===== src/rtl/lsu_if.sv =====
// lsu_if: core request/response and data-memory signals of the load/store unit.
// master = core + memory side, slave = the LSU.
interface lsu_if #(parameter int ADDR_W = 12);
  logic              req_valid;
  logic              req_ready;
  logic              req_we;
  logic [2:0]        req_funct3;
  logic [31:0]       req_addr;
  logic [31:0]       req_wdata;
  logic              rsp_valid;
  logic [31:0]       rsp_rdata;
  logic              rsp_fault;
  logic              mem_req;
  logic              mem_we;
  logic [ADDR_W-1:0] mem_addr;
  logic [3:0]        mem_be;
  logic [31:0]       mem_wdata;
  logic              mem_ack;
  logic [31:0]       mem_rdata;
  modport master (
    output req_valid, req_we, req_funct3, req_addr, req_wdata, mem_ack, mem_rdata,
    input  req_ready, rsp_valid, rsp_rdata, rsp_fault, mem_req, mem_we, mem_addr, mem_be, mem_wdata
  );
  modport slave (
    input  req_valid, req_we, req_funct3, req_addr, req_wdata, mem_ack, mem_rdata,
    output req_ready, rsp_valid, rsp_rdata, rsp_fault, mem_req, mem_we, mem_addr, mem_be, mem_wdata
  );
endinterface


===== src/rtl/lsu_unit.sv =====
// lsu_unit: RV32I byte/half/word load/store unit over a req/ack, byte-enabled word memory.
// LSU_MISALIGN_TRAP_EN: fault misaligned accesses instead of force-aligning them.
module lsu_unit #(
  parameter int ADDR_W  = 12,
  parameter int TIMEOUT = 255
) (
  input logic  clk,
  input logic  reset,
  lsu_if.slave bus
);
  typedef enum logic [1:0] {IDLE, ACCESS, RESP} state_t;
  localparam int CW = $clog2(TIMEOUT + 2);
  state_t            state_q, state_d;
  logic [CW-1:0]     cnt_q, cnt_d, cnt_inc;
  logic              mem_req_q, mem_req_d, mem_we_q, mem_we_d;
  logic [ADDR_W-1:0] mem_addr_q, mem_addr_d;
  logic [3:0]        mem_be_q, mem_be_d, st_be;
  logic [31:0]       mem_wdata_q, mem_wdata_d, st_wdata;
  logic              rsp_valid_q, rsp_valid_d, rsp_fault_q, rsp_fault_d;
  logic [31:0]       rsp_rdata_q, rsp_rdata_d, ext;
  logic [2:0]        f3_q, f3_d;
  logic [1:0]        off_q, off_d, off, eoff;
  logic [15:0]       shifted;
  logic              legal, half, word, bad, timed_out;
  always_comb begin
    off   = bus.req_addr[1:0];
    half  = bus.req_funct3[1:0] == 2'b01;
    word  = bus.req_funct3[1:0] == 2'b10;
    legal = bus.req_we ? (bus.req_funct3 inside {3'b000, 3'b001, 3'b010})
                       : !(bus.req_funct3 inside {3'b011, 3'b110, 3'b111});
`ifdef LSU_MISALIGN_TRAP_EN
    bad  = !legal | (half & off[0]) | (word & (|off));
    eoff = off;
`else
    bad  = !legal;
    eoff = word ? 2'b00 : half ? {off[1], 1'b0} : off;
`endif
    st_be     = word ? 4'hF : half ? (eoff[1] ? 4'hC : 4'h3) : 4'b0001 << eoff;
    st_wdata  = word ? bus.req_wdata : half ? {2{bus.req_wdata[15:0]}} : {4{bus.req_wdata[7:0]}};
    shifted   = 16'(bus.mem_rdata >> {off_q, 3'b000});
    ext       = f3_q[1] ? bus.mem_rdata
              : f3_q[0] ? {{16{~f3_q[2] & shifted[15]}}, shifted[15:0]}
                        : {{24{~f3_q[2] & shifted[7]}}, shifted[7:0]};
    cnt_inc   = cnt_q + 1'b1;
    timed_out = (TIMEOUT != 0) && (cnt_inc == CW'(TIMEOUT));
    state_d     = state_q;
    cnt_d       = cnt_q;
    mem_req_d   = mem_req_q;
    mem_we_d    = mem_we_q;
    mem_addr_d  = mem_addr_q;
    mem_be_d    = mem_be_q;
    mem_wdata_d = mem_wdata_q;
    f3_d        = f3_q;
    off_d       = off_q;
    rsp_valid_d = 1'b0;
    rsp_fault_d = 1'b0;
    rsp_rdata_d = '0;
    case (state_q)
      IDLE: if (bus.req_valid) begin
        if (bad) begin
          state_d     = RESP;
          rsp_valid_d = 1'b1;
          rsp_fault_d = 1'b1;
        end else begin
          state_d     = ACCESS;
          cnt_d       = '0;
          mem_req_d   = 1'b1;
          mem_we_d    = bus.req_we;
          mem_addr_d  = bus.req_addr[ADDR_W+1:2];
          mem_be_d    = bus.req_we ? st_be : 4'hF;
          mem_wdata_d = bus.req_we ? st_wdata : '0;
          f3_d        = bus.req_funct3;
          off_d       = eoff;
        end
      end
      ACCESS: if (bus.mem_ack || timed_out) begin
        // an ack on the timeout cycle still completes the access cleanly
        state_d     = RESP;
        rsp_valid_d = 1'b1;
        rsp_fault_d = !bus.mem_ack;
        rsp_rdata_d = (bus.mem_ack && !mem_we_q) ? ext : '0;
        mem_req_d   = 1'b0;
        mem_we_d    = 1'b0;
        mem_addr_d  = '0;
        mem_be_d    = '0;
        mem_wdata_d = '0;
      end else begin
        cnt_d = cnt_inc;
      end
      default: state_d = IDLE;
    endcase
  end
  always_ff @(posedge clk or posedge reset) begin
    if (reset) begin
      state_q     <= IDLE;
      cnt_q       <= '0;
      mem_req_q   <= 1'b0;
      mem_we_q    <= 1'b0;
      mem_addr_q  <= '0;
      mem_be_q    <= '0;
      mem_wdata_q <= '0;
      f3_q        <= '0;
      off_q       <= '0;
      rsp_valid_q <= 1'b0;
      rsp_fault_q <= 1'b0;
      rsp_rdata_q <= '0;
    end else begin
      state_q     <= state_d;
      cnt_q       <= cnt_d;
      mem_req_q   <= mem_req_d;
      mem_we_q    <= mem_we_d;
      mem_addr_q  <= mem_addr_d;
      mem_be_q    <= mem_be_d;
      mem_wdata_q <= mem_wdata_d;
      f3_q        <= f3_d;
      off_q       <= off_d;
      rsp_valid_q <= rsp_valid_d;
      rsp_fault_q <= rsp_fault_d;
      rsp_rdata_q <= rsp_rdata_d;
    end
  end
  assign bus.req_ready = state_q == IDLE;
  assign bus.rsp_valid = rsp_valid_q;
  assign bus.rsp_fault = rsp_fault_q;
  assign bus.rsp_rdata = rsp_rdata_q;
  assign bus.mem_req   = mem_req_q;
  assign bus.mem_we    = mem_we_q;
  assign bus.mem_addr  = mem_addr_q;
  assign bus.mem_be    = mem_be_q;
  assign bus.mem_wdata = mem_wdata_q;
endmodule


===== src/flat_wrapper.sv =====
// flat-port wrapper written by rule: the top's interface ports become plain ports
module lsu_unit_flat 
#(
  parameter int ADDR_W  = 12,
  parameter int TIMEOUT = 255
)
  (clk, reset, bus_req_valid, bus_req_we, bus_req_funct3, bus_req_addr, bus_req_wdata, bus_mem_ack, bus_mem_rdata, bus_req_ready, bus_rsp_valid, bus_rsp_rdata, bus_rsp_fault, bus_mem_req, bus_mem_we, bus_mem_addr, bus_mem_be, bus_mem_wdata);
  lsu_if #(.ADDR_W(ADDR_W)) bus_i ();
  input logic clk;
  input logic reset;
  input wire logic [$bits(bus_i.req_valid)-1:0] bus_req_valid;
  input wire logic [$bits(bus_i.req_we)-1:0] bus_req_we;
  input wire logic [$bits(bus_i.req_funct3)-1:0] bus_req_funct3;
  input wire logic [$bits(bus_i.req_addr)-1:0] bus_req_addr;
  input wire logic [$bits(bus_i.req_wdata)-1:0] bus_req_wdata;
  input wire logic [$bits(bus_i.mem_ack)-1:0] bus_mem_ack;
  input wire logic [$bits(bus_i.mem_rdata)-1:0] bus_mem_rdata;
  output wire logic [$bits(bus_i.req_ready)-1:0] bus_req_ready;
  output wire logic [$bits(bus_i.rsp_valid)-1:0] bus_rsp_valid;
  output wire logic [$bits(bus_i.rsp_rdata)-1:0] bus_rsp_rdata;
  output wire logic [$bits(bus_i.rsp_fault)-1:0] bus_rsp_fault;
  output wire logic [$bits(bus_i.mem_req)-1:0] bus_mem_req;
  output wire logic [$bits(bus_i.mem_we)-1:0] bus_mem_we;
  output wire logic [$bits(bus_i.mem_addr)-1:0] bus_mem_addr;
  output wire logic [$bits(bus_i.mem_be)-1:0] bus_mem_be;
  output wire logic [$bits(bus_i.mem_wdata)-1:0] bus_mem_wdata;
  assign bus_i.req_valid = bus_req_valid;
  assign bus_i.req_we = bus_req_we;
  assign bus_i.req_funct3 = bus_req_funct3;
  assign bus_i.req_addr = bus_req_addr;
  assign bus_i.req_wdata = bus_req_wdata;
  assign bus_i.mem_ack = bus_mem_ack;
  assign bus_i.mem_rdata = bus_mem_rdata;
  assign bus_req_ready = bus_i.req_ready;
  assign bus_rsp_valid = bus_i.rsp_valid;
  assign bus_rsp_rdata = bus_i.rsp_rdata;
  assign bus_rsp_fault = bus_i.rsp_fault;
  assign bus_mem_req = bus_i.mem_req;
  assign bus_mem_we = bus_i.mem_we;
  assign bus_mem_addr = bus_i.mem_addr;
  assign bus_mem_be = bus_i.mem_be;
  assign bus_mem_wdata = bus_i.mem_wdata;
  lsu_unit #(.ADDR_W(ADDR_W), .TIMEOUT(TIMEOUT)) u_core (.clk(clk), .reset(reset), .bus(bus_i));
endmodule

===== config.mk =====
export PLATFORM = sky130hd
export DESIGN_NAME = lsu_unit_flat
export DESIGN_NICKNAME = d
export VERILOG_FILES = /design/src/rtl/lsu_if.sv /design/src/rtl/lsu_unit.sv /design/src/flat_wrapper.sv
export SDC_FILE = /design/constraint.sdc
export NUM_CORES = 1
export LEC_CHECK = 0
export BUFFER_PORTS_ARGS = -buffer_cell sky130_fd_sc_hd__buf_2
export CAP_MARGIN = 20
export CORE_UTILIZATION = 44
export DETAILED_ROUTE_END_ITERATION = 16
export MAX_ROUTING_LAYER = met4
export PLACE_DENSITY = 0.75
export SLEW_MARGIN = 20
export SYNTH_ARGS = -nofsm -noshare
export SYNTH_HDL_FRONTEND = slang
export SYNTH_SLANG_ARGS = --single-unit

===== constraint.sdc =====
create_clock -name clk -period 2.85 [get_ports clk]
set_input_delay 0.285 -clock clk [delete_from_list [all_inputs] [get_ports clk]]
set_output_delay 0.285 -clock clk [all_outputs]
set_load 0.005 [all_outputs]

==> flow_metrics.env, run 1 <==
export IMPL_status="finished, final reports clean"
export IMPL_clock_path_buffers=2
export IMPL_levels_on_crit_path=8
export IMPL_count_of_input_and_output_buffers=170
export IMPL_timing_rr_start="u_core.cnt_q[0]"
export IMPL_regToRegEndpoint="u_core.bus.mem_wdata[28]"
export IMPL_cts_repair_timing_setup_buffer_count=0
export IMPL_number_of_enable_flip_flop_cells_after_synthesis=0
export IMPL_drt_iter0_markers=277
export IMPL_num_rows=37
export IMPL_clock_tree_from_tritoncts="yes"
export IMPL_mappedNetlistNets=577
export IMPL_cell_chain_critical_path="ha_1 > nand3_1 > or3_1 > o31a_2 > o21bai_4 > a21oi_2 > buf_4 > a22o_1"
export IMPL_yosysTopAreaCell="sky130_fd_sc_hd__dfrtp_1"
export IMPL_ys_top_cells_by_area="sky130_fd_sc_hd__dfrtp_1 53%, sky130_fd_sc_hd__mux2i_1 7.6%, sky130_fd_sc_hd__a21oi_1 6.1%"
export IMPL_cts_root_buf="sky130_fd_sc_hd__clkbuf_8"
export IMPL_power_switching_share_pct=35.9
export IMPL_syn_cell_area_sq_um=4750
export IMPL_synth_top_cell_area_share_pct=52.7
export IMPL_grt_antenna_before_repair=0
export IMPL_synthDistinctLibCells=46
export IMPL_cp_top_family="compound AO/OA/AOI/OAI gates"
export IMPL_min_cycle_time_layout_ps=2340
export IMPL_total_number_of_vias=4300
export IMPL_vias_per_cell=5.55
export IMPL_worst_ir_drop_vdd_mv=0.343
export IMPL_fin_setup_tns_ps=0
export IMPL_layout_nets=740
export IMPL_flow_area_growth_from_synthesis_pct=24.9
export IMPL_numClockSinks=100
export IMPL_asyncSetResetFlopFracSynth_pct=100
export IMPL_core_sq_um=10400
export IMPL_clockPowerShare_pct=21.2
export IMPL_worstSetupStartpoint="u_core.cnt_q[0]"
export IMPL_worst_clock_skew_ps=12.1
export IMPL_min_path_type="input port to asynchronous set/reset pin"
export IMPL_fin_area_sq_um=5930
export IMPL_rsz_0062_raised_after_global_routing="false"
export IMPL_postCtsResizedCells=0
export IMPL_cp_end_kind="flip-flop"
export IMPL_synth_commonest_cells="100 x sky130_fd_sc_hd__dfrtp_1, 61 x sky130_fd_sc_hd__nand2_1, 58 x sky130_fd_sc_hd__a21oi_1, 36 x sky130_fd_sc_hd__mux2i_1, 34 x sky130_fd_sc_hd__nor2_1"
export IMPL_power_leakage_nw=3.02
export IMPL_grt_util_all_layers_pct=24.2
export IMPL_relSlewSlack_pct=54.3
export IMPL_crit_type="flip-flop to flip-flop"
export IMPL_ys_warn_count=0
export IMPL_synthMostInstantiatedCell="sky130_fd_sc_hd__dfrtp_1"
export IMPL_wire_per_inst_um=16.5
export IMPL_timing_final_crit_share_pct=82.1
export IMPL_die_area_sq_um=11200
export IMPL_postPlaceCellArea_sq_um=5740
export IMPL_cpMaxStageDelayCell="sky130_fd_sc_hd__dfrtp_1"
export IMPL_wire_length_of_the_first_global_routing_pass_mm=20.8
export IMPL_floorplan_initialDensity_pct=45.8
export IMPL_report_final_setup_viol=0
export IMPL_crit_fanout=32
export IMPL_grt_overflow=0
export IMPL_path_clk_slew_ps=110
export IMPL_detail_route_antenna_nets=0
export IMPL_ys_dominant_reg_cell="sky130_fd_sc_hd__dfrtp_1"
export IMPL_seq_area_frac_synth_pct=52.7
export IMPL_grt_max_degree=70
export IMPL_final_layout_size_suffix_gt1_share_pct=33.2
export IMPL_firstDrtPassIters=5
export IMPL_finalMaxSlewViolations=0
export IMPL_cap_violations=0
export IMPL_max_clk_rate_mhz=427
export IMPL_dp_final_hpwl_mm=9.40
export IMPL_cp_data_arrival_time_ps=2600
export IMPL_critical_path_required_ps=3110
export IMPL_worstSkewPairLatency_ps=370
export IMPL_cts_buffers_inserted=9
export IMPL_combinationalPowerShare_pct=32.1
export IMPL_worstSetupEndpoint="u_core.bus.mem_wdata[28]"
export IMPL_diodes=0
export IMPL_die_height_um=106
export IMPL_p_int_mw=2.64
export IMPL_r2r_setup_slack_ps=510
export IMPL_worst_slew_pin_slew_ps=684
export IMPL_post_route_hold_slack_ps=9.54
export IMPL_syn_area_per_cell_sq_um=10.1
export IMPL_totalWireLength_mm=12.8
export IMPL_cellPowerDensity_nw_per_um2=693
export IMPL_globalplace_congestion=0.863
export IMPL_share_seq_of_total_power_pct=46.6
export IMPL_drt_drc_violations_left=0
export IMPL_first_global_vias=4214
export IMPL_timing_critical_path_buf_inv=1
export IMPL_die_x_extent_um=106
export IMPL_synthesized_netlist_cell_count=471
export IMPL_timing_reg2reg_worst_path_depth=8
export IMPL_ctsHoldBuffers=0
export IMPL_clock_tree_htree_level_count=3
export IMPL_report_final_hold_viol_count=0
export IMPL_power_switching_mw=1.47
export IMPL_crit_path_start_kind="flip-flop"
export IMPL_synth_seq_cells=100
export IMPL_io_pin_count=189
export IMPL_finalCoreUtilization_pct=57.2
export IMPL_slowest_delay_ps=450
==> cells in the final DEF, fill, tap and decap left out, types with 2 or more instances in the layout <==
cell type,instances
sky130_fd_sc_hd__o2bb2ai_1,16
sky130_fd_sc_hd__o21bai_1,2
sky130_fd_sc_hd__nand3_1,11
sky130_fd_sc_hd__dfrtp_1,100
sky130_fd_sc_hd__a21o_1,2
sky130_fd_sc_hd__buf_2,170
sky130_fd_sc_hd__clkinvlp_4,3
sky130_fd_sc_hd__a2bb2oi_1,2
sky130_fd_sc_hd__or3_1,3
sky130_fd_sc_hd__o221a_2,7
sky130_fd_sc_hd__clkinv_4,2
sky130_fd_sc_hd__a21oi_1,58
sky130_fd_sc_hd__a211oi_1,9
sky130_fd_sc_hd__o21ai_0,14
sky130_fd_sc_hd__mux2i_1,36
sky130_fd_sc_hd__nand3b_1,2
sky130_fd_sc_hd__a22oi_1,7
sky130_fd_sc_hd__nor2_1,34
sky130_fd_sc_hd__clkbuf_8,10
sky130_fd_sc_hd__o21ai_1,3
sky130_fd_sc_hd__nor3_1,6
sky130_fd_sc_hd__and2_1,3
sky130_fd_sc_hd__buf_4,12
sky130_fd_sc_hd__nand2b_1,5
sky130_fd_sc_hd__nand2_1,61
sky130_fd_sc_hd__nor2b_1,12
sky130_fd_sc_hd__ha_1,2
sky130_fd_sc_hd__a21boi_0,2
sky130_fd_sc_hd__a31oi_1,2
sky130_fd_sc_hd__a22o_1,16
sky130_fd_sc_hd__o22ai_1,4
sky130_fd_sc_hd__inv_1,6
==> area by class of cell <==
| class | instances | area [sq um] |
|---|---|---|
| flip-flops and latches | 100 | 2500 |
| inverters | 8 | 33.8 |
| fillers | 961 | 4440 |
| clock buffers | 11 | 141 |
| multi-input cells | 332 | 2070 |
| clock inverters | 5 | 48.8 |
| repair buffers | 183 | 961 |
| well taps | 136 | 170 |
==> registers in the layout (all words and copies together) (netlist names) <==
name and count:
u_core.bus.rsp_rdata 32, u_core.bus.rsp_valid 1, u_core.bus.mem_addr 12, u_core.bus.mem_we 1, u_core.state_q 2, u_core.cnt_q 9
u_core.bus.rsp_fault 1, u_core.f3_q 3, u_core.bus.mem_req 1, u_core.off_q 2, u_core.bus.mem_wdata 32, u_core.bus.mem_be 4
==> kinds of logic (layout without fill, tap and decap cells) <==
kind of cell | after synthesis | in the layout | synth area share (%)
compound gates | 150 | 150 | 21.6
xor+xnor | 2 | 2 | 0.369
fa+ha+maj | 2 | 2 | 0.527
buf+inv | 39 | 207 | 3.66
flops | 100 | 100 | 52.7
mux | 36 | 36 | 7.59
simple gates | 142 | 142 | 13.5
==> power by group through the flow <==
stage               logic (mW)  clock network, mW  registers (mW)
floorplan                0.793                  0            1.91
global placement          1.29                  0            1.92
detailed placement        1.33                  0            1.93
CTS                       1.33              0.887            1.91
global route              1.46              0.953            1.96
finish                    1.32              0.873            1.92
==> layer usage <==
layer  vias up  share of wire, %  GRT usage [%]
li1       2003                 -              -
met4         0               2.0           8.93
met2       207                50           39.3
met3        18               6.9           3.71
met5         -                 0              -
met1      2072                41           30.9
==> how the worst min path moves through the flow <==
stage                 startpoint                  endpoint  slack, ps  cells past startpoint
3_5_place_dp               reset  u_core.bus.rsp_rdata[10]        420                      2
3_3_place_gp               reset  u_core.bus.rsp_rdata[10]        410                      2
6_report                   reset  u_core.bus.rsp_rdata[16]         10                      2
2_1_floorplan  bus_req_funct3[2]            u_core.f3_q[2]        390                      2
5_1_grt                    reset  u_core.bus.rsp_rdata[25]         40                      2
4_1_cts                    reset  u_core.bus.rsp_rdata[16]         20                      2
==> through the flow <==
stage | instances | setup slack [ps] | total power, mW
floorplan | 471 | 830 | 2.70
global placement | 759 | 612 | 3.21
detailed placement | 759 | 520 | 3.26
CTS | 775 | 516 | 4.13
global route | 775 | 304 | 4.37
finish | 775 | 509 | 4.11
No activity file was read; power rests on OpenSTA's default activity.
==> inputs of run 2 (changes only) <==
--- a/config.mk
+++ b/config.mk
@@ -5,12 +5,13 @@
 export SDC_FILE = /design/constraint.sdc
 export NUM_CORES = 1
 export LEC_CHECK = 0
+export ABC_AREA = 1
 export BUFFER_PORTS_ARGS = -buffer_cell sky130_fd_sc_hd__buf_2
 export CAP_MARGIN = 20
-export CORE_UTILIZATION = 44
+export CORE_UTILIZATION = 50
 export DETAILED_ROUTE_END_ITERATION = 16
 export MAX_ROUTING_LAYER = met4
-export PLACE_DENSITY = 0.75
+export PLACE_DENSITY = 0.8
 export SLEW_MARGIN = 20
 export SYNTH_ARGS = -nofsm -noshare
 export SYNTH_HDL_FRONTEND = slang
==> constraint.sdc (replaced) <==
create_clock -name clk -period 2.4 [get_ports clk]
set_input_delay 0.24 -clock clk [delete_from_list [all_inputs] [get_ports clk]]
set_output_delay 0.24 -clock clk [all_outputs]
set_load 0.005 [all_outputs]
==> run 2 against run 1 <==
Net effect:
- cell area rose by 6.5%
- non-clock buffer count did not move
- clock skew barely moved
- die area fell by 4.3%
- clock power rose by 39%
- area after synthesis rose by 8.6%
- sequential cell count did not move
- worst setup slack got worse by 240 ps
- global-route usage rose by 3.8 points
- utilization rose by 6.8 points
- synthesized cell count rose by 43%
- sequential share of layout area fell by 2.6 points
- critical endpoint is now u_core.bus.mem_wdata[7]
- largest cell class unchanged
==> flow_metrics.env, run 2 <==
export IMPL_status="finished, final reports clean"
export IMPL_count_of_input_and_output_buffers=170
export IMPL_cp_end_kind="flip-flop"
export IMPL_share_seq_of_total_power_pct=42.6
export IMPL_die_x_extent_um=104
export IMPL_synth_top_cell_area_share_pct=48.5
export IMPL_cellPowerDensity_nw_per_um2=913
export IMPL_ys_top_cells_by_area="sky130_fd_sc_hd__dfrtp_1 49%, sky130_fd_sc_hd__nand2_1 14%, sky130_fd_sc_hd__nand3_1 5.8%"
export IMPL_cap_violations=0
export IMPL_clock_tree_from_tritoncts="yes"
export IMPL_crit_path_start_kind="flip-flop"
export IMPL_dp_final_hpwl_mm=10.2
export IMPL_final_layout_size_suffix_gt1_share_pct=26.3
export IMPL_syn_area_per_cell_sq_um=7.64
export IMPL_clockPowerShare_pct=20.9
export IMPL_power_switching_mw=2.22
export IMPL_rsz_0062_raised_after_global_routing="false"
export IMPL_first_global_vias=4909
export IMPL_grt_antenna_before_repair=1
export IMPL_grt_overflow=0
export IMPL_asyncSetResetFlopFracSynth_pct=100
export IMPL_combinationalPowerShare_pct=36.4
export IMPL_finalMaxSlewViolations=0
export IMPL_detail_route_antenna_nets=0
export IMPL_final_common_cell="sky130_fd_sc_hd__nand2_1"
export IMPL_filler_cell_count=895
export IMPL_number_of_enable_flip_flop_cells_after_synthesis=0
export IMPL_clock_tree_htree_level_count=3
export IMPL_p_int_mw=3.55
export IMPL_io_pin_count=189
export IMPL_worst_slew_pin_slew_ps=738
export IMPL_post_route_hold_slack_ps=11.4
export IMPL_fin_setup_tns_ps=0
export IMPL_die_height_um=104
export IMPL_max_clk_rate_mhz=468
export IMPL_timing_final_crit_share_pct=89.0
export IMPL_ys_dominant_reg_cell="sky130_fd_sc_hd__dfrtp_1"
export IMPL_core_sq_um=9860
export IMPL_synthMostInstantiatedCell="sky130_fd_sc_hd__nand2_1"
export IMPL_seq_area_frac_synth_pct=48.5
export IMPL_wire_per_inst_um=14.6
export IMPL_drt_drc_violations_left=0
export IMPL_worst_clock_skew_ps=12.3
export IMPL_synthesized_netlist_cell_count=675
export IMPL_grt_max_degree=101
export IMPL_crit_type="flip-flop to flip-flop"
export IMPL_die_area_sq_um=10700
export IMPL_ys_warn_count=0
export IMPL_syn_cell_area_sq_um=5150
export IMPL_grt_util_all_layers_pct=28.0
export IMPL_report_final_setup_viol=0
export IMPL_flow_area_growth_from_synthesis_pct=22.5
export IMPL_floorplan_initialDensity_pct=52.3
export IMPL_numPlacedInstances=951
export IMPL_fin_area_sq_um=6310
export IMPL_total_number_of_vias=5206
export IMPL_r2r_setup_slack_ps=260
export IMPL_cts_root_buf="sky130_fd_sc_hd__clkbuf_8"
export IMPL_drt_iter0_markers=281
export IMPL_commonest_cells_after_routing_fill_and_taps_aside="198 x sky130_fd_sc_hd__nand2_1, 170 x sky130_fd_sc_hd__buf_2, 100 x sky130_fd_sc_hd__dfrtp_1, 64 x sky130_fd_sc_hd__nor2_1, 60 x sky130_fd_sc_hd__nand3_1"
export IMPL_num_rows=36
export IMPL_totalWireLength_mm=14.1
export IMPL_crit_fanout=50
export IMPL_report_final_hold_viol_count=0
export IMPL_worstSkewPairLatency_ps=360
export IMPL_worst_ir_drop_vdd_mv=0.427
export IMPL_min_cycle_time_layout_ps=2140
export IMPL_layout_nets=935
export IMPL_power_switching_share_pct=38.4
export IMPL_yosysTopAreaCell="sky130_fd_sc_hd__dfrtp_1"
export IMPL_globalplace_congestion=0.910
export IMPL_firstDrtPassIters=5
export IMPL_synth_seq_cells=100
export IMPL_postPlaceCellArea_sq_um=6080
export IMPL_numClockSinks=100
export IMPL_synth_commonest_cells="198 x sky130_fd_sc_hd__nand2_1, 100 x sky130_fd_sc_hd__dfrtp_1, 64 x sky130_fd_sc_hd__nor2_1, 60 x sky130_fd_sc_hd__nand3_1, 54 x sky130_fd_sc_hd__o21ai_0"
export IMPL_mappedNetlistNets=781
export IMPL_path_clk_slew_ps=100
export IMPL_cp_data_arrival_time_ps=2390
export IMPL_synthDistinctLibCells=32
export IMPL_clock_path_buffers=2
export IMPL_critical_path_required_ps=2650
export IMPL_relSlewSlack_pct=50.7
export IMPL_layout_cells_non_filler=968
export IMPL_cts_buffers_inserted=9
export IMPL_power_leakage_nw=3.60
export IMPL_wire_length_of_the_first_global_routing_pass_mm=23.3
export IMPL_vias_per_cell=5.38
export IMPL_min_path_type="input port to asynchronous set/reset pin"
run 2: changes by cell type after synthesis, moves of 12 or more:
cell,change
sky130_fd_sc_hd__a22o_1,-16
sky130_fd_sc_hd__nor2_1,+30
sky130_fd_sc_hd__o2bb2ai_1,-16
sky130_fd_sc_hd__mux2i_1,-36
sky130_fd_sc_hd__nand2_1,+137
sky130_fd_sc_hd__a21oi_1,-27
sky130_fd_sc_hd__nor4_1,+16
sky130_fd_sc_hd__inv_1,+43
sky130_fd_sc_hd__nor2b_1,-12
sky130_fd_sc_hd__nand3_1,+49
sky130_fd_sc_hd__o21ai_0,+40
run 2: worst max-delay path, cell delays in order, from the launching register on:
cell and delay (ps):
sky130_fd_sc_hd__dfrtp_1 440, sky130_fd_sc_hd__ha_1 310, sky130_fd_sc_hd__nand3_1 130, sky130_fd_sc_hd__inv_1 100
sky130_fd_sc_hd__nand2_1 50, sky130_fd_sc_hd__nand2_1 50, sky130_fd_sc_hd__nand2_1 60, sky130_fd_sc_hd__nor2_1 140
sky130_fd_sc_hd__nand3_2 110, sky130_fd_sc_hd__nand2_4 190, sky130_fd_sc_hd__nand2_8 230, sky130_fd_sc_hd__nand2_1 150
sky130_fd_sc_hd__nand2_1 60
run 2: stage by stage:
stage                     power, mW  setup slack, ps  util, %
after floorplan                3.78              684        -
after global placement         4.50              294     61.6
after detailed placement       4.58              176     61.6
after CTS                      5.79              153     63.9
after global routing           6.19             91.3     64.0
final                          5.76              265     64.0
run 2: cell families (layout without fill, tap and decap cells):
kind of cell,count (synthesis),after routing,synth area share [%]
AND/OR/NAND/NOR,376,376,31.5
XOR/XNOR,1,1,0.316
adder cells (fa/ha/maj),2,2,0.485
flip-flops,100,100,48.5
AO/OA/AOI/OAI,99,99,10.7
buffers and inverters,97,256,8.47
other,0,1,0
run 2: final timing paths:
check                                      from                      end  cells past startpoint
min reg2reg                u_core.bus.mem_be[1]     u_core.bus.mem_be[1]                      2
max reg2reg                     u_core.cnt_q[1]  u_core.bus.mem_wdata[7]                     12
min                                       reset   u_core.bus.mem_addr[4]                      3
max in group asynchronous                 reset          u_core.cnt_q[8]                      3
min in group clk                bus_req_addr[6]   u_core.bus.mem_addr[4]                      3
max                             u_core.cnt_q[1]  u_core.bus.mem_wdata[7]                     12
run 2: final cells by class:
type	count	area (sq um)	share of cell area, %
Sequential cell	100	2500	39.6
Multi-Input combinational cell	478	2220	35.2
Timing Repair Buffer	183	973	15.4
Inverter	57	218	3.45
Tap cell	133	166	2.64
Clock buffer	11	141	2.24
Clock inverter	5	85.1	1.35
Antenna cell	1	2.50	0.0396
run 2: metal layers:
layer	global-route usage [%]	routed length [um]	vias to the layer above
li1	-	-	2501
met1	34.6	5730	2425
met2	44.5	6850	243
met3	6.48	1050	37
met4	11.3	463	0
met5	-	0	-
run 2: repair_timing:
item / 4_1_cts / 5_1_grt
setup buffers: 0 / 0
resized for setup: 0 / 1
endpoints found under the setup margin: 0 / 22
hold buffers: 0 / 0
run 2: power groups by stage:
stage | registers [mW] | logic [mW] | clock network, mW
3_3_place_gp | 2.46 | 2.04 | 0
3_5_place_dp | 2.48 | 2.10 | 0
4_1_cts | 2.45 | 2.11 | 1.23
2_1_floorplan | 2.42 | 1.36 | 0
6_report | 2.46 | 2.10 | 1.21
5_1_grt | 2.51 | 2.37 | 1.31
==> inputs of run 3 (changes only) <==
--- a/config.mk
+++ b/config.mk
@@ -5,10 +5,10 @@
 export SDC_FILE = /design/constraint.sdc
 export NUM_CORES = 1
 export LEC_CHECK = 0
-export ABC_AREA = 1
+export ABC_AREA = 0
 export BUFFER_PORTS_ARGS = -buffer_cell sky130_fd_sc_hd__buf_2
 export CAP_MARGIN = 20
-export CORE_UTILIZATION = 50
+export CORE_UTILIZATION = 49
 export DETAILED_ROUTE_END_ITERATION = 16
 export MAX_ROUTING_LAYER = met4
 export PLACE_DENSITY = 0.8
==> run 3 against run 2 <==
Net effect:
- first-iteration DRC count fell by 21%
- global-route usage fell by 1.9 points
- cell count fell by 20%
- cell area fell by 5.3%
- sequential share of layout area rose by 2.3 points
- die area fell by 5.9%
- register-to-register slack got worse by 110 ps
- largest cell class unchanged
==> flow_metrics.env, run 3 (synthesized netlist as in run 1, its figures left out) <==
export IMPL_grt_antenna_before_repair=0
export IMPL_post_route_hold_slack_ps=94.2
export IMPL_critical_path_required_ps=2660
export IMPL_grt_util_all_layers_pct=26.1
export IMPL_clock_path_buffers=2
export IMPL_report_final_hold_viol_count=0
export IMPL_final_layout_size_suffix_gt1_share_pct=34.0
export IMPL_grt_most_used_layer="met2"
export IMPL_crit_fanout=32
export IMPL_grt_met3_usage_pct=4.25
export IMPL_max_clk_rate_mhz=446
export IMPL_floorplan_initialDensity_pct=50.9
export IMPL_wire_length_of_the_first_global_routing_pass_mm=19.9
export IMPL_worst_slack_after_detailed_placement_ps=96.1
export IMPL_min_cycle_time_layout_ps=2240
export IMPL_cts_repair_timing_setup_buffer_count=0
export IMPL_dp_final_hpwl_mm=9.13
export IMPL_layout_area_seq_sq_um=2500
export IMPL_slowest_delay_ps=420
export IMPL_totalWireLength_mm=12.3
export IMPL_io_pin_count=189
export IMPL_hp_start="bus_req_addr[2]"
export IMPL_core_sq_um=9330
export IMPL_finalMaxSlewViolations=0
export IMPL_firstDrtPassIters=5
export IMPL_fin_setup_tns_ps=0
export IMPL_worst_ir_drop_vdd_mv=0.367
export IMPL_timing_final_crit_share_pct=93.4
export IMPL_die_area_sq_um=10100
export IMPL_first_global_vias=4105
export IMPL_filler_cell_count=775
export IMPL_status="finished, final reports clean"
export IMPL_path_clk_slew_ps=110
export IMPL_cpMaxStageDelayCell="sky130_fd_sc_hd__dfrtp_2"
export IMPL_total_number_of_vias=4276
export IMPL_power_leakage_nw=3.05
export IMPL_wire_per_inst_um=16.0
export IMPL_clock_tree_from_tritoncts="yes"
export IMPL_globalRouteMet2Util_pct=42.0
export IMPL_commonest_cells_after_routing_fill_and_taps_aside="170 x sky130_fd_sc_hd__buf_2, 98 x sky130_fd_sc_hd__dfrtp_1, 61 x sky130_fd_sc_hd__nand2_1, 58 x sky130_fd_sc_hd__a21oi_1, 36 x sky130_fd_sc_hd__mux2i_1"
export IMPL_clock_tree_htree_level_count=3
export IMPL_timing_reg2reg_worst_path_depth=8
export IMPL_min_path_type="input port to flip-flop"
export IMPL_worst_slew_pin_slew_ps=1000
export IMPL_cp_end_kind="flip-flop"
export IMPL_die_x_extent_um=100
export IMPL_report_final_setup_viol=0
export IMPL_worst_clock_skew_ps=14.7
export IMPL_grt_overflow=0
export IMPL_diodes=0
export IMPL_cts_buffers_inserted=9
export IMPL_drt_iter0_markers=223
export IMPL_flow_area_growth_from_synthesis_pct=25.9
export IMPL_crit_type="flip-flop to flip-flop"
export IMPL_worstSetupStartpoint="u_core.cnt_q[0]"
export IMPL_detail_route_antenna_nets=0
export IMPL_final_common_cell="sky130_fd_sc_hd__buf_2"
export IMPL_worstSkewPairLatency_ps=370
export IMPL_cp_data_arrival_time_ps=2500
export IMPL_timing_rr_start="u_core.cnt_q[0]"
export IMPL_postPlaceCellArea_sq_um=5770
export IMPL_cell_chain_critical_path="ha_2 > nand3_1 > or3_1 > o31a_2 > o21bai_4 > a21oi_2 > buf_4 > a22o_1"
export IMPL_cts_root_buf="sky130_fd_sc_hd__clkbuf_8"
export IMPL_crit_path_start_kind="flip-flop"
export IMPL_drt_drc_violations_left=0
export IMPL_cellPowerDensity_nw_per_um2=820
export IMPL_cap_violations=0
export IMPL_timing_hold_worst_path_depth=3
export IMPL_fin_area_sq_um=5980
export IMPL_grt_max_degree=37
export IMPL_multi_input_area_sq_um=2070
export IMPL_die_height_um=100
export IMPL_count_of_input_and_output_buffers=170
export IMPL_grtUsageMet1_pct=33.0
export IMPL_vias_per_cell=5.55
export IMPL_layout_nets=743
export IMPL_num_rows=35
export IMPL_rsz_0062_raised_after_global_routing="false"
export IMPL_relSlewSlack_pct=33.1
export IMPL_numClockSinks=100
export IMPL_final_setup_worst_slack_ps=158
export IMPL_globalplace_congestion=0.851
==> run 3: critical path: cells and delay by family (launching register included) <==
family                   cells  cell delay [ps]
AO/OA/AOI/OAI                4              660
adder cells (fa/ha/maj)      1              230
buffers and inverters        1              250
flip-flops                   1              420
AND/OR/NAND/NOR              2              580
==> run 3: final cells by class <==
cell class              count  share of cell area, %
well taps                 129                   2.70
repair buffers            186                   16.9
inverters                   8                  0.565
clock buffers              10                   2.30
multi-input cells         332                   34.7
flip-flops and latches    100                   41.9
clock inverters             6                  0.942
==> run 3: metrics by stage <==
| step | total power, mW | std cells | utilization (%) |
|---|---|---|---|
| detailed placement | 3.89 | 754 | 61.8 |
| CTS | 4.93 | 771 | 64.0 |
| global placement | 3.82 | 754 | 61.8 |
| finish | 4.90 | 771 | 64.1 |
| global route | 5.23 | 771 | 64.1 |
| floorplan | 3.21 | 471 | - |
==> run 3: worst paths after layout <==
kind / endpoint / slack (ps)
max: u_core.bus.mem_wdata[26] / 160
min: u_core.bus.mem_addr[0] / 90
max reg2reg: u_core.bus.mem_wdata[26] / 160
min reg2reg: u_core.bus.mem_wdata[17] / 490
max in group asynchronous: u_core.cnt_q[0] / 1250
min in group asynchronous: u_core.bus.rsp_rdata[18] / 530
==> run 3: repair_timing <==
action | in CTS | in global routing
hold buffers | 1 | 0
endpoints found under the setup margin | 0 | 42
endpoints found under the hold margin | 30 | 0
resized for setup | 0 | 3
==> run 3: power by group <==
group          leakage (nW)  internal [mW]  switching [mW]
logic                  1.62          0.700           0.902
clock network         0.100          0.424           0.617
registers              1.33           2.03           0.226
==> run 3: metal layers <==
metal	share of wire [%]	up-vias
li1	-	2018
met4	2.9	0
met2	48	194
met5	0	-
met1	42	2036
met3	6.4	28
